## src/rtl/dac_sched_pkg.sv

```systemverilog
// rtl/dac_sched_pkg.sv - shared types, defaults and round-robin pick for the DAC frame scheduler
package dac_sched_pkg;

  localparam int DATA_W_DEF = 14;
  localparam logic [DATA_W_DEF-1:0] IDLE_CODE_DEF = 14'h2000;
  localparam int MAX_CH = 8;
  localparam int CH_W_MAX = 3;

  typedef struct packed {
    logic [CH_W_MAX-1:0]   ch;
    logic [DATA_W_DEF-1:0] data;
  } sched_entry_t;

  typedef struct packed {
    logic                found;
    logic [CH_W_MAX-1:0] idx;
  } rr_pick_t;

  // Descending scan so the last hit written is the one closest after ptr.
  function automatic rr_pick_t rr_pick(input logic [MAX_CH-1:0] valid,
                                       input logic [CH_W_MAX-1:0] ptr,
                                       input int num_ch);
    rr_pick_t            res;
    logic [CH_W_MAX-1:0] c;
    res = '0;
    for (int k = MAX_CH - 1; k >= 0; k--) begin
      if (k < num_ch) begin
        c = CH_W_MAX'((int'(ptr) + k) % num_ch);
        if (valid[c]) begin
          res.found = 1'b1;
          res.idx   = c;
        end
      end
    end
    return res;
  endfunction

endpackage

```

## src/rtl/dac_sched_fifo.sv

```systemverilog
// rtl/dac_sched_fifo.sv - single-clock sample FIFO with occupancy level
module dac_sched_fifo import dac_sched_pkg::*; #(
  parameter int WIDTH = CH_W_MAX + DATA_W_DEF,
  parameter int DEPTH = 4,
  localparam int AW = $clog2(DEPTH)
) (
  input  logic             clk_i,
  input  logic             reset_i,
  input  logic             push_i,
  input  logic [WIDTH-1:0] wdata_i,
  input  logic             pop_i,
  output logic [WIDTH-1:0] rdata_o,
  output logic             full_o,
  output logic             empty_o,
  output logic [AW:0]      level_o
);

  logic [WIDTH-1:0] mem_q [DEPTH];
  logic [AW-1:0]    wr_ptr_q;
  logic [AW-1:0]    rd_ptr_q;
  logic [AW:0]      level_q;
  logic             do_push;
  logic             do_pop;

  assign full_o  = (level_q == (AW+1)'(DEPTH));
  assign empty_o = (level_q == '0);
  assign do_push = push_i && !full_o;
  assign do_pop  = pop_i && !empty_o;
  assign rdata_o = mem_q[rd_ptr_q];
  assign level_o = level_q;

  always_ff @(posedge clk_i) begin
    if (reset_i) begin
      wr_ptr_q <= '0;
      rd_ptr_q <= '0;
      level_q  <= '0;
    end else begin
      if (do_push) begin
        mem_q[wr_ptr_q] <= wdata_i;
        wr_ptr_q        <= wr_ptr_q + 1'b1;
      end
      if (do_pop) begin
        rd_ptr_q <= rd_ptr_q + 1'b1;
      end
      level_q <= level_q + (AW+1)'(do_push) - (AW+1)'(do_pop);
    end
  end

endmodule

```

## src/rtl/dac_frame_scheduler.sv

```systemverilog
// rtl/dac_frame_scheduler.sv - round-robin sample arbiter feeding one DAC word per frame
module dac_frame_scheduler import dac_sched_pkg::*; #(
  parameter int NUM_CH = 4,
  parameter int DATA_W = DATA_W_DEF,
  parameter int FRAME_CLKS = 8,
  parameter int FIFO_DEPTH = 4,
  parameter logic [DATA_W-1:0] IDLE_CODE = DATA_W'(IDLE_CODE_DEF),
  localparam int CH_W = $clog2(NUM_CH),
  localparam int LVL_W = $clog2(FIFO_DEPTH) + 1,
  localparam int TMR_W = $clog2(FRAME_CLKS)
) (
  input  logic                     clk_i,
  input  logic                     reset_i,
  input  logic                     enable_i,
  input  logic                     hold_last_i,
  input  logic [NUM_CH-1:0]        req_valid_i,
  input  logic [NUM_CH*DATA_W-1:0] req_data_i,
  output logic [NUM_CH-1:0]        req_ready_o,
  output logic [DATA_W-1:0]        data_out_o,
  output logic [CH_W-1:0]          ch_out_o,
  output logic                     out_valid_o,
  output logic                     frame_start_o,
  output logic [LVL_W-1:0]         fifo_level_o,
  output logic [15:0]              underflow_cnt_o
);

  rr_pick_t                 pick;
  logic [CH_W-1:0]          ptr_q, ptr_d;
  logic [CH_W-1:0]          grant_idx;
  logic                     grant;
  logic [DATA_W-1:0]        data_sel;
  logic                     fifo_full, fifo_empty, pop;
  logic [CH_W+DATA_W-1:0]   fifo_wdata, fifo_rdata;
  logic [TMR_W-1:0]         timer_q;
  logic                     boundary;
  logic [DATA_W-1:0]        data_out_q;
  logic [CH_W-1:0]          ch_out_q;
  logic                     out_valid_q, frame_start_q;
  logic [15:0]              underflow_cnt_q;

  // Full is judged on the registered level, so a same-cycle pop never frees a slot for a grant.
  always_comb begin
    pick        = rr_pick(MAX_CH'(req_valid_i), CH_W_MAX'(ptr_q), NUM_CH);
    grant_idx   = CH_W'(pick.idx);
    grant       = pick.found && !fifo_full;
    req_ready_o = '0;
    data_sel    = '0;
    ptr_d       = ptr_q;
    if (grant) begin
      req_ready_o[grant_idx] = 1'b1;
      for (int i = 0; i < NUM_CH; i++) begin
        if (grant_idx == CH_W'(i)) data_sel = req_data_i[i*DATA_W +: DATA_W];
      end
      ptr_d = (grant_idx == CH_W'(NUM_CH - 1)) ? '0 : grant_idx + 1'b1;
    end
  end

  assign fifo_wdata = {grant_idx, data_sel};
  assign boundary   = enable_i && (timer_q == TMR_W'(FRAME_CLKS - 1));
  assign pop        = boundary && !fifo_empty;

  dac_sched_fifo #(
    .WIDTH (CH_W + DATA_W),
    .DEPTH (FIFO_DEPTH)
  ) u_fifo (
    .clk_i   (clk_i),
    .reset_i (reset_i),
    .push_i  (grant),
    .wdata_i (fifo_wdata),
    .pop_i   (pop),
    .rdata_o (fifo_rdata),
    .full_o  (fifo_full),
    .empty_o (fifo_empty),
    .level_o (fifo_level_o)
  );

  always_ff @(posedge clk_i) begin
    if (reset_i) begin
      ptr_q           <= '0;
      timer_q         <= '0;
      data_out_q      <= IDLE_CODE;
      ch_out_q        <= '0;
      out_valid_q     <= 1'b0;
      frame_start_q   <= 1'b0;
      underflow_cnt_q <= '0;
    end else begin
      ptr_q         <= ptr_d;
      frame_start_q <= boundary;
      if (!enable_i || boundary) timer_q <= '0;
      else                       timer_q <= timer_q + 1'b1;
      if (boundary) begin
        if (!fifo_empty) begin
          {ch_out_q, data_out_q} <= fifo_rdata;
          out_valid_q            <= 1'b1;
        end else begin
          out_valid_q <= 1'b0;
          if (!hold_last_i) data_out_q <= IDLE_CODE;
          if (underflow_cnt_q != 16'hFFFF) underflow_cnt_q <= underflow_cnt_q + 1'b1;
        end
      end
    end
  end

  assign data_out_o      = data_out_q;
  assign ch_out_o        = ch_out_q;
  assign out_valid_o     = out_valid_q;
  assign frame_start_o   = frame_start_q;
  assign underflow_cnt_o = underflow_cnt_q;

endmodule

```

## config.mk

```make
export PLATFORM = sky130hd
export DESIGN_NAME = dac_frame_scheduler
export DESIGN_NICKNAME = d
export VERILOG_FILES = /design/src/rtl/dac_sched_pkg.sv /design/src/rtl/dac_sched_fifo.sv /design/src/rtl/dac_frame_scheduler.sv
export SDC_FILE = /design/constraint.sdc
export NUM_CORES = 1
export LEC_CHECK = 0
export ABC_AREA = 0
export ABC_CLOCK_PERIOD_IN_PS = 8780
export CAP_MARGIN = 20
export CORE_ASPECT_RATIO = 1.1
export CORE_MARGIN = 3
export CORE_UTILIZATION = 35
export CTS_CLUSTER_DIAMETER = 60
export DETAILED_ROUTE_END_ITERATION = 7
export PLACE_DENSITY = 0.65
export SYNTH_ARGS = -nofsm -noshare
export SYNTH_HDL_FRONTEND = slang
export SYNTH_HIERARCHICAL = 1
export SYNTH_SLANG_ARGS = --single-unit
```

## constraint.sdc

```tcl
create_clock -name clk_i -period 8.78 [get_ports clk_i]
set_input_delay 1.317 -clock clk_i [delete_from_list [all_inputs] [get_ports clk_i]]
set_output_delay 1.317 -clock clk_i [all_outputs]
set_load 0.01 [all_outputs]
```

==> results.json <==
{
  "routed_wl_um": 11200,
  "syn-instance-count": 427,
  "synth-edff-count": 64,
  "dp_hpwl_um": 8020,
  "timing.fmax_mhz": 177,
  "total_power_mw": 1.53,
  "dieArea_mm2": 0.0161,
  "firstDrtPassIters": 4,
  "syn_area_per_cell_um2": 12.0,
  "finalCriticalPeriod_ns": 5.66,
  "finalMaxSlewViolations": 0,
  "path_max_fanout": 29,
  "clk_latency_ns": 0.36,
  "grt_pass1_wl_um": 18300,
  "mostFrequentLayoutCell": "clkdlybuf4s50_1",
  "critical_path.cell_chain": "clkdlybuf4s50_1, mux2i_1, nor2_1, nor3_1, ha_1, and2_1, clkdlybuf4s50_1",
  "hold_path_class": "flip-flop to flip-flop",
  "drv_cap": 0,
  "ctsResizeCount": 0,
  "worst_pin_slew_ns": 1.02,
  "grt_pass1_vias": 3626,
  "place_congestion": 0.848,
  "crit_top_cell": "clkdlybuf4s50_1",
  "setup_viol": 0,
  "cp-end-kind": "output pin",
  "power.share.switching": 0.300,
  "ys_seq_area_frac": 0.563,
  "critPathKind": "primary input to output pin",
  "grt_max_degree": 58,
  "drive_above_1_share": 0.0945,
  "io_buffers": 104,
  "hold_violations": 0,
  "cts_setup_buffers": 0,
  "cts_root_buffer": "clkbuf_16",
  "critPathRequiredTime_ns": 7.46,
  "async_flop_share": 0,
  "critPathMaxStageDelay_ns": 0.87,
  "cp-start-kind": "primary input",
  "p_seq_frac": 0.468,
  "clock_power_share": 0.270,
  "crit_slowest_cell": "ha_1",
  "global_route.usage.total": 0.142,
  "wl_per_cell_um": 15.6,
  "yosysWarnings": 6,
  "r2r_slack_ns": 5.50,
  "pwr-share-comb": 0.262,
  "finalCritPeriodShare": 0.645,
  "worstPathArrival_ns": 4.34,
  "cts_made_buffers": 9,
  "synth_flop_cell": "edfxtp_1",
  "status": "completed",
  "initial_utilization": 0.364,
  "antennaDiodeCount": 0,
  "relSlewSlack": 0.319,
  "netlist_area_mm2": 0.00512,
  "power_density_mw_per_mm2": 229,
  "place_ws_ns": 3.04,
  "vias": 3695,
  "ys_ff_latch": 112,
  "peakVddDrop_v": 0.000118,
  "die_h_um": 133,
  "utilization": 0.473,
  "via_per_inst": 5.15,
  "cts_buffer_depth": 2,
  "cts_hold_buf": 0,
  "ios": 105,
  "synth_cell_types": 52,
  "first_iter_violations": 241,
  "drc": 0,
  "nets": 602,
  "core_area_mm2": 0.0141,
  "num_rows": 45,
  "grt_setup_unrepaired": "no",
  "antenna_found_initial": 0,
  "die_w_um": 121,
  "cts.clk_slew.worst_paths_ns": 0.08,
  "power_leakage_nw": 2.34,
  "htreeDepth": 3,
  "place_inst": 700,
  "area_growth_pct": 29.8,
  "setup_tns_ns": 0,
  "nFillCells": 1277,
  "ant_nets": 0,
  "clock_sinks": 112,
  "syn_nets": 505,
  "intPower_mw": 1.07,
  "skew_ns": 0.0122,
  "layout.cells.non_filler": 717,
  "cts_tree": "yes",
  "mostFrequentLayoutCells": "clkdlybuf4s50_1 (103), edfxtp_1 (64), dfxtp_1 (48), a21oi_1 (34), nor2_1 (33)",
  "gr-total-overflow": 0,
  "p_switching_uw": 457,
  "setup_slack_ns": 3.12
}
-- synthesized netlist by cell type, drive strengths merged, types with 3 or more instances --
cell type	number	area (um2)
a21oi	34	170
a22oi	14	105
mux2i	3	30.0
a311oi	3	26.3
nand2	26	97.6
or4	4	33.8
nand2b	6	37.5
nand4	5	46.3
nor2	33	124
inv	30	113
o21ai	6	30.0
or3	5	33.8
buf	7	57.6
nor2b	11	68.8
o31ai	5	37.5
and2	6	37.5
ha	13	163
nand3	4	20.0
nor4	4	25.0
nor3b	6	50.1
mux4	16	383
a211o	13	114
dfxtp	48	961
mux2	6	67.6
nor3	6	35.0
edfxtp	64	1920
a221oi	13	114
clkbuf	17	63.8
-- path summary, 6_finish.rpt --
| check | from | endpoint | cells past startpoint |
|---|---|---|---|
| worst max-delay path | req_valid_i[0] | req_ready_o[3] | 7 |
| worst max register to register | ptr_q[1] | u_fifo/mem_q[1][1] | 8 |
| worst min-delay path | timer_q[0] | timer_q[0] | 1 |
| worst min register to register | timer_q[0] | timer_q[0] | 1 |
-- power by group through the flow --
stage                     Combinational [mW]  Sequential (mW)  Clock (mW)
after floorplan                        0.259            0.720           0
after global placement                 0.386            0.721           0
after detailed placement               0.400            0.727           0
after CTS                              0.405            0.715       0.424
after global routing                   0.446            0.722       0.442
final                                  0.400            0.713       0.412
-- registers in the layout, summed over array words and instances (netlist names), named ones only --
name and cells:
ptr_q 2, out_valid_o 1, underflow_cnt_o 16, data_out_o 14, u_fifo/level_o 3, u_fifo/wr_ptr_q 2, ch_out_o 2, frame_start_o 1
timer_q 3, u_fifo/mem_q 64, u_fifo/rd_ptr_q 2
-- layout make-up --
| class | count | area, um2 | area share |
|---|---|---|---|
| repair buffers | 110 | 1080 | 0.163 |
| clock inverters | 7 | 88.8 | 0.0134 |
| inverters | 30 | 113 | 0.0169 |
| multi-input cells | 261 | 2030 | 0.305 |
| flip-flops and latches | 112 | 2880 | 0.433 |
| well taps | 188 | 235 | 0.0354 |
| clock buffers | 9 | 225 | 0.0339 |
-- stage by stage --
| step | hold slack (ns) | instance area (um2) |
|---|---|---|
| after floorplan | 0.398 | 5120 |
| after CTS | 0.433 | 6640 |
| after global routing | 0.449 | 6650 |
| after detailed placement | 0.420 | 6330 |
| after global placement | 0.407 | 6330 |
| final | 0.430 | 6650 |
-- kinds of logic after synthesis --
kind of cell	count (synthesis)	synth area share
and+or+nand+nor	120	0.124
muxes	25	0.0938
adders and majority gates	14	0.0357
buffers and inverters	54	0.0457
DFF	112	0.563
AOI/OAI and AO/OA	99	0.133
xor gates and xnor gates	3	0.00513
-- worst max-delay path: cells and delay by family --
| family | cells | cell delay [ns] |
|---|---|---|
| adder cells (fa/ha/maj) | 1 | 0.87 |
| buffers and inverters | 2 | 1.02 |
| AND/OR/NAND/NOR | 3 | 0.96 |
| multiplexers | 1 | 0.17 |
-- per-layer routing --
| layer | global-route usage | vias to the layer above | part of all wire | routed length (um) |
|---|---|---|---|---|
| li1 | - | 1800 | - | - |
| met1 | 0.182 | 1764 | 0.45 | 4990 |
| met2 | 0.235 | 120 | 0.48 | 5330 |
| met3 | 0.0312 | 11 | 0.063 | 700 |
| met4 | 0.0511 | 0 | 0.015 | 163 |
| met5 | 0 | - | 0 | 0 |
(Power assumes the default switching activity.)
